===== src/rtl/i2c_start_scheduler_pkg.sv =====
// rtl/i2c_start_scheduler_pkg.sv - shared state encodings and helpers for the start scheduler
package i2c_start_scheduler_pkg;

    typedef enum logic [1:0] {
        ST_INIT = 2'd0,
        ST_RUN  = 2'd1,
        ST_DONE = 2'd2
    } sched_state_t;

    // Where the scheduler goes when a countdown completes; periodic is only looked at here.
    function automatic sched_state_t tick_next(input logic periodic);
        return periodic ? ST_RUN : ST_DONE;
    endfunction

endpackage


===== src/rtl/i2c_tick_counter.sv =====
// rtl/i2c_tick_counter.sv - up-counter with enable, clear and a registered terminal-count tick
module i2c_tick_counter #(
    parameter int CNT_W = 28
) (
    input  logic             clock,
    input  logic             reset,
    input  logic             count_en,
    input  logic             clear,
    input  logic [CNT_W-1:0] target,
    output logic             wrap,
    output logic             tick
);

    logic [CNT_W-1:0] count;

    // wrap is the same-edge terminal condition; tick is its registered copy one cycle later.
    assign wrap = count_en && !clear && (count == target - CNT_W'(1));

    always_ff @(posedge clock or posedge reset) begin
        if (reset) begin
            count <= '0;
            tick  <= 1'b0;
        end else begin
            tick <= wrap;
            if (clear || wrap) begin
                count <= '0;
            end else if (count_en) begin
                count <= count + CNT_W'(1);
            end
        end
    end

endmodule


===== src/rtl/i2c_start_scheduler.sv =====
// rtl/i2c_start_scheduler.sv - power-up and periodic start request generator for the I2C master
module i2c_start_scheduler
    import i2c_start_scheduler_pkg::*;
#(
    parameter int CNT_W         = 28,
    parameter int INIT_CYCLES   = 100000000,
    parameter int PERIOD_CYCLES = 100000000,
    parameter int OVR_W         = 8
) (
    input  logic             clock,
    input  logic             reset,
    input  logic             enable,
    input  logic             periodic,
    input  logic             rearm,
    input  logic             master_busy,
    output logic             start,
    output logic             pending,
    output logic [OVR_W-1:0] overrun_count,
    output logic             done
);

    localparam longint CNT_MAX = (longint'(1) << CNT_W) - 1;

    if (INIT_CYCLES < 1 || PERIOD_CYCLES < 2 ||
        longint'(INIT_CYCLES) > CNT_MAX || longint'(PERIOD_CYCLES) > CNT_MAX) begin : g_param_check
        $error("i2c_start_scheduler: INIT_CYCLES/PERIOD_CYCLES out of range for CNT_W");
    end

    localparam logic [CNT_W-1:0] INIT_T   = CNT_W'(INIT_CYCLES);
    localparam logic [CNT_W-1:0] PERIOD_T = CNT_W'(PERIOD_CYCLES);

    sched_state_t     state;
    logic             pend_q;
    logic             wrap;
    logic             tick;
    logic             rearm_go;
    logic             count_en;
    logic             clear;
    logic             issue_ok;
    logic [CNT_W-1:0] target;

    assign rearm_go = enable && rearm && (state == ST_DONE);
    // The rearm edge already counts as the first cycle of the new period.
    assign count_en = enable && ((state != ST_DONE) || rearm);
    assign clear    = (state == ST_DONE) && !rearm_go;
    assign target   = (state == ST_INIT) ? INIT_T : PERIOD_T;
    assign issue_ok = enable && !master_busy;

    i2c_tick_counter #(
        .CNT_W(CNT_W)
    ) u_tick_counter (
        .clock    (clock),
        .reset    (reset),
        .count_en (count_en),
        .clear    (clear),
        .target   (target),
        .wrap     (wrap),
        .tick     (tick)
    );

    always_ff @(posedge clock or posedge reset) begin
        if (reset) begin
            state         <= ST_INIT;
            start         <= 1'b0;
            pend_q        <= 1'b0;
            overrun_count <= '0;
        end else begin
            start <= 1'b0;
            if (wrap) begin
                state <= tick_next(periodic);
            end else if (rearm_go) begin
                state <= ST_RUN;
            end

            // A tick arriving while a request is already held is lost and counted.
            if (pend_q) begin
                if (issue_ok) begin
                    start  <= 1'b1;
                    pend_q <= 1'b0;
                end
                if (tick && (overrun_count != '1)) begin
                    overrun_count <= overrun_count + OVR_W'(1);
                end
            end else if (tick) begin
                if (issue_ok) begin
                    start <= 1'b1;
                end else begin
                    pend_q <= 1'b1;
                end
            end
        end
    end

    assign pending = pend_q || tick;
    assign done    = (state == ST_DONE);

endmodule

===== config.mk =====
export PLATFORM = sky130hd
export DESIGN_NAME = i2c_start_scheduler
export DESIGN_NICKNAME = d
export VERILOG_FILES = /design/src/rtl/i2c_start_scheduler_pkg.sv /design/src/rtl/i2c_tick_counter.sv /design/src/rtl/i2c_start_scheduler.sv
export SDC_FILE = /design/constraint.sdc
export NUM_CORES = 1
export LEC_CHECK = 0
export CAP_MARGIN = 30
export CORE_ASPECT_RATIO = 1.5
export CORE_UTILIZATION = 61
export DETAILED_ROUTE_END_ITERATION = 6
export MAX_ROUTING_LAYER = met4
export PLACE_DENSITY = 0.81
export SLEW_MARGIN = 20
export SYNTH_ARGS = -nofsm -noshare
export SYNTH_HDL_FRONTEND = slang
export SYNTH_HIERARCHICAL = 1
export SYNTH_SLANG_ARGS = --single-unit

===== constraint.sdc =====
create_clock -name clock -period 3.85 [get_ports clock]
set_clock_uncertainty 0.15 [all_clocks]
set_input_delay 0.5775 -clock clock [delete_from_list [all_inputs] [get_ports clock]]
set_output_delay 0.5775 -clock clock [all_outputs]
set_load 0.02 [all_outputs]

==> flow_summary.yaml, run 1 <==
layout:
  final_common_cell: "conb_1"
  drive_above_1_share_pct: 9.34
  most-common-layout-cells: "conb_1, dfrtp_1, xnor2_1"
  final_nets: 511
  layout.cells.non_filler: 571
  fillCellCount: 397
  diodes: 0
  area_growth_syn_to_layout_pct: 24.5
  final_area_um2: 4090
clock_tree:
  post_cts_buffers: 0
  clock_path_buffers: 2
  path_clk_slew_ns: 0.07
  root_buffer: "clkbuf_8"
  cts_buffers: 5
  h-tree-depth: 2
  clock_latency_ns: 0.29
  hold_buffers: 0
  cts_tree: "yes"
  clock-sinks: 41
  post_cts_resized: 0
placement:
  hpwlAfterDp_um: 5470
  numPortBuffers: 16
  place_area_um2: 3970
  place.gp.congestion: 0.926
  post-place-cells: 563
sta:
  finalSetupViolations: 0
  fin_setup_tns_ns: 0
  rsz0062_at_grt: "no"
  finalCritPeriodShare_pct: 85.5
  slew_violations: 0
  fmax_mhz: 304
  hold_viol_final: 0
  period_needed_ns: 3.29
  tightest_slew_ns: 0.561
  slew_headroom_pct: 62.3
  fin_hold_ws_ns: 0.373
critical_path:
  slowest_stage: "clkdlybuf4s50_1"
  required_ns: 3.88
  critPathKind: "in2reg"
  max_stage_delay_ns: 0.58
  critPathCaptureType: "flop"
  critPathMaxFanout: 8
  path_cells: "clkdlybuf4s50_1, o21a_1, nand4b_1, nor2_1, o211ai_1, or4_1, nor4_1, buf_4, nand2b_1, o2bb2ai_1"
  cp.arrival_ns: 3.32
  critPathLaunchType: "input pin"
synthesis:
  ys_types: 62
  ys_ff_latch: 41
  synth_area_um2: 3290
  yosys.area.top_type: "dfrtp_1"
  syn_area_per_cell_um2: 8.95
  async_reset_ff_share_pct: 100
  synth_flop_cell: "dfrtp_1"
  postSynthCellCount: 367
  synthTopCellsByArea: "dfrtp_1, xnor2_1, xor2_1"
  synth_top_area_share_pct: 31.2
  yosysSeqAreaShare_pct: 31.2
  yosysWarnings: 6
  synth_edf_count: 0
drt:
  avgViaCountPerCell: 5.11
  drc: 0
  vias: 2917
  drt_iter0_markers: 95
  wl_per_cell_um: 12.3
  ant_nets: 0
  routed_wirelength_um: 7000
  first_pass_iters: 4
global_routing:
  grt_usage_pct: 29.4
  grt_overflow: 0
  grt_max_degree: 29
  grt_pass1_wl_um: 12100
  antenna_found_initial: 0
  grt_pass1_vias: 2850
flow_run:
  maxCapViolCount: 0
power_and_ir_drop:
  power_density_nw_per_um2: 276
  leakage_nw: 1.91
  irDropWorstVdd_mv: 0.364
  total_power_w: 0.00113
floorplan:
  fp.coreArea_um2: 5160
  io_pins: 17
  dieHeight_um: 91.9
  fp-row-count: 32
  start_util_pct: 63.6
  dieArea_um2: 5690
  dieWidth_um: 61.9
hold_path:
  hold_class: "reg2reg"
run_status:
  status: "completed"
==> cells in the mapped netlist (2+ instances only) <==
cell type / instances
dfrtp_1: 41
xnor2_1: 38
xor2_1: 30
nor2_1: 27
nand2_1: 23
nor3_1: 23
nor3_2: 18
nand3_1: 15
inv_1: 13
nand4_1: 13
and3_1: 8
clkbuf_1: 7
nor2b_1: 7
o21ai_0: 7
a21oi_1: 6
and2_1: 6
nor4_1: 6
or4_1: 6
a31oi_1: 5
or3_1: 5
nand2b_1: 4
ha_1: 3
mux2i_1: 3
nand3b_1: 3
nor4_2: 3
o22ai_1: 3
and4_1: 2
buf_6: 2
conb_1: 2
mux2_1: 2
nand4b_1: 2
o211ai_1: 2
o31ai_1: 2
or2_2: 2
==> flip-flops by register name, indices dropped and copies added (netlist names) <==
register,cells
overrun_count,8
pend_q,1
start,1
state,2
u_tick_counter/count,28
u_tick_counter/tick,1
==> layout make-up <==
type                            count  area (um^2)  share of cell area, %
Multi-Input combinational cell    421         2600                   63.7
Sequential cell                    41         1030                   25.1
Timing Repair Buffer               20          210                   5.14
Clock buffer                        7         86.3                   2.11
Tap cell                           68         85.1                   2.08
Inverter                           13         48.8                   1.19
Clock inverter                      1         30.0                  0.734
==> cell families (layout without fill, tap and decap cells) <==
logic type,count (synthesis),after routing,share of synthesized area [%]
DFF,41,41,31.2
other,2,120,0.229
AOI/OAI and AO/OA,38,38,8.15
and+or+nand+nor,186,186,35.7
xor gates and xnor gates,68,68,18.1
buffers and inverters,23,41,3.12
muxes,6,6,2.28
adders and majority gates,3,3,1.14
==> metrics by stage <==
stage | utilization, % | setup WS, ns
after detailed placement | 76.9 | 0.302
final | 79.2 | 0.558
after floorplan | - | 0.974
after global routing | 79.2 | 0.439
after CTS | 79.2 | 0.625
after global placement | 76.6 | 0.332
==> layer usage <==
layer / part of all wire (%) / track usage, % / routed length (um)
met5: 0 / - / 0
met4: 3.0 / 11.5 / 210
met3: 2.5 / 4.09 / 174
met2: 53 / 50.7 / 3740
met1: 41 / 33.0 / 2880
==> worst max-delay path, delay by kind of cell <==
kind | cells | cell delay, ns
AO/OA/AOI/OAI | 3 | 0.52
buffers and inverters | 2 | 0.79
AND/OR/NAND/NOR | 5 | 1.41
==> power by group <==
group | switching [W] | internal, W | total, W
clock network | 0.000144 | 0.000211 | 0.000355
registers | 0.0000570 | 0.000466 | 0.000523
logic | 0.000137 | 0.000113 | 0.000249
total | 0.000337 | 0.000790 | 0.00113
==> final timing paths <==
path / from / endpoint / slack (ns) / cells past startpoint
worst max-delay path: enable / state[1]$_DFFE_PP0P_ / 0.56 / 10
worst min-delay path: overrun_count[0]$_DFFE_PP0P_ / overrun_count[0]$_DFFE_PP0P_ / 0.37 / 1
worst max register to register: state[1]$_DFFE_PP0P_ / state[1]$_DFFE_PP0P_ / 0.91 / 10
worst min register to register: overrun_count[0]$_DFFE_PP0P_ / overrun_count[0]$_DFFE_PP0P_ / 0.37 / 1
max in group asynchronous: reset / u_tick_counter/count[16]$_DFFE_PP0P_ / 2.56 / 3
min in group asynchronous: reset / overrun_count[4]$_DFFE_PP0P_ / 0.47 / 2
Note: power is estimated with default switching activity, not from simulation.
==> run 2, diff against run 1 <==
Settings changed: MAX_ROUTING_LAYER met4 to unset, REMOVE_ABC_BUFFERS set to 1.
==> flow_summary.yaml, run 2 (synthesis results as in run 1) <==
drt:
  first_pass_iters: 4
  routed_wirelength_um: 7590
  vias: 2936
  wl_per_cell_um: 13.3
  drt_iter0_markers: 88
  drc: 0
  ant_nets: 0
  avgViaCountPerCell: 5.14
critical_path:
  path_buf_inv: 2
  max_stage_delay_ns: 0.58
  startpoint: "enable"
  slowest_stage: "clkdlybuf4s50_1"
  critPathMaxFanout: 6
  path_cells: "clkdlybuf4s50_1, o21a_1, nand4b_1, nor2_1, o211ai_1, or4_1, nor4_1, buf_4, nand2b_1, o2bb2ai_1"
  reg2regPathDepth: 8
  critPathLaunchType: "input pin"
  crit_path_end: "state[1]$_DFFE_PP0P_"
  r2r-start: "u_tick_counter/count[11]$_DFFE_PP0P_"
  required_ns: 3.89
  crit_cells: 10
  cp.arrival_ns: 3.05
  reg2reg_setup_slack_ns: 1.07
  cp_top_family: "simple AND/OR/NAND/NOR gates"
  critPathCaptureType: "flop"
  regToRegEndpoint: "u_tick_counter/count[14]$_DFFE_PP0P_"
  critPathKind: "in2reg"
sta:
  fmax_mhz: 332
  slew_headroom_pct: 57.6
  rsz0062_at_grt: "no"
  finalCritPeriodShare_pct: 78.2
  period_needed_ns: 3.01
  fin_hold_ws_ns: 0.389
  slew_violations: 0
  finalSetupViolations: 0
  hold_viol_final: 0
  tightest_slew_ns: 0.635
layout:
  regMostFlops: "u_tick_counter/count"
  reg_top3: "u_tick_counter/count (28), overrun_count (8), state (2)"
  final_common_cell: "conb_1"
  drive_above_1_share_pct: 9.74
  final_nets: 512
  multi_input_area_um2: 2600
  diodes: 0
  area_growth_syn_to_layout_pct: 23.3
  largest_reg_flops: 28
  fillCellCount: 372
  final_area_um2: 4050
  seq_area_um2: 1030
  most-common-layout-cells: "conb_1, dfrtp_1, xnor2_1"
power_and_ir_drop:
  leakage_nw: 1.90
  irDropWorstVdd_mv: 0.250
  power_density_nw_per_um2: 263
clock_tree:
  cts_buffers: 5
  clock_latency_ns: 0.30
  h-tree-depth: 2
  hold_buffers: 0
  root_buffer: "clkbuf_8"
  post_cts_buffers: 0
  clock_path_buffers: 2
  post_cts_resized: 0
  cts_tree: "yes"
  path_clk_slew_ns: 0.08
  clock-sinks: 41
placement:
  place_area_um2: 3960
  hpwlAfterDp_um: 5850
  place.gp.congestion: 0.879
  numPortBuffers: 16
hold_path:
  hold_class: "reg2reg"
floorplan:
  io_pins: 17
  dieHeight_um: 91.9
  dieArea_um2: 5690
  start_util_pct: 63.6
  fp-row-count: 32
  fp.coreArea_um2: 5160
  dieWidth_um: 61.9
global_routing:
  antenna_found_initial: 0
  grt_overflow: 0
  grt_max_degree: 30
  grt_pass1_vias: 2861
  grt_pass1_wl_um: 12700
  grt_usage_pct: 29.9
run_status:
  status: "completed"
flow_run:
  maxCapViolCount: 0
run 2: per-stage QoR:
step | instances | setup TNS, ns | setup slack (ns) | util [%] | power (W)
after CTS | 571 | 0 | 0.840 | 78.4 | 0.00106
after floorplan | 475 | -1.25 | -0.0683 | - | 0.000717
after global routing | 571 | 0 | 0.673 | 78.4 | 0.00112
final | 571 | 0 | 0.841 | 78.4 | 0.00107
after detailed placement | 564 | 0 | 0.523 | 76.7 | 0.000772
after global placement | 564 | 0 | 0.559 | 76.7 | 0.000760
run 2: layer usage:
| metal | global-route usage [%] | up-vias | share of wire, % | routed length [um] |
|---|---|---|---|---|
| met5 | 0 | - | 0 | 0 |
| li1 | - | 1476 | - | - |
| met3 | 4.09 | 16 | 2.5 | 191 |
| met1 | 32.6 | 1386 | 40 | 3010 |
| met4 | 13.7 | 0 | 2.9 | 217 |
| met2 | 53.8 | 58 | 55 | 4170 |
run 2: layout make-up:
cell class                 count  area share (%)
inverter                      13            1.20
timing repair buffer          21            4.88
sequential                    41            25.3
tap                           68            2.10
clock inverter                 1           0.185
multi-input combinational    421            64.3
clock buffer                   6            2.04
run 2: worst min path at each step:
| stage | end | cells past startpoint | startpoint | slack, ns |
|---|---|---|---|---|
| final | overrun_count[0]$_DFFE_PP0P_ | 1 | overrun_count[0]$_DFFE_PP0P_ | 0.39 |
| after global routing | overrun_count[0]$_DFFE_PP0P_ | 1 | overrun_count[0]$_DFFE_PP0P_ | 0.41 |
| after CTS | overrun_count[0]$_DFFE_PP0P_ | 1 | overrun_count[0]$_DFFE_PP0P_ | 0.39 |
| after detailed placement | overrun_count[0]$_DFFE_PP0P_ | 1 | overrun_count[0]$_DFFE_PP0P_ | 0.38 |
| after global placement | overrun_count[0]$_DFFE_PP0P_ | 1 | overrun_count[0]$_DFFE_PP0P_ | 0.35 |
| after floorplan | overrun_count[0]$_DFFE_PP0P_ | 1 | reset | 0.29 |
run 2: power breakdown:
group / switching [W] / total (W) / leakage (nW) / internal [W]
Combinational: 0.000132 / 0.000245 / 1.29 / 0.000112
Clock: 0.000153 / 0.000295 / 0.0433 / 0.000142
Sequential: 0.0000622 / 0.000528 / 0.560 / 0.000466
Total: 0.000347 / 0.00107 / 1.90 / 0.000720
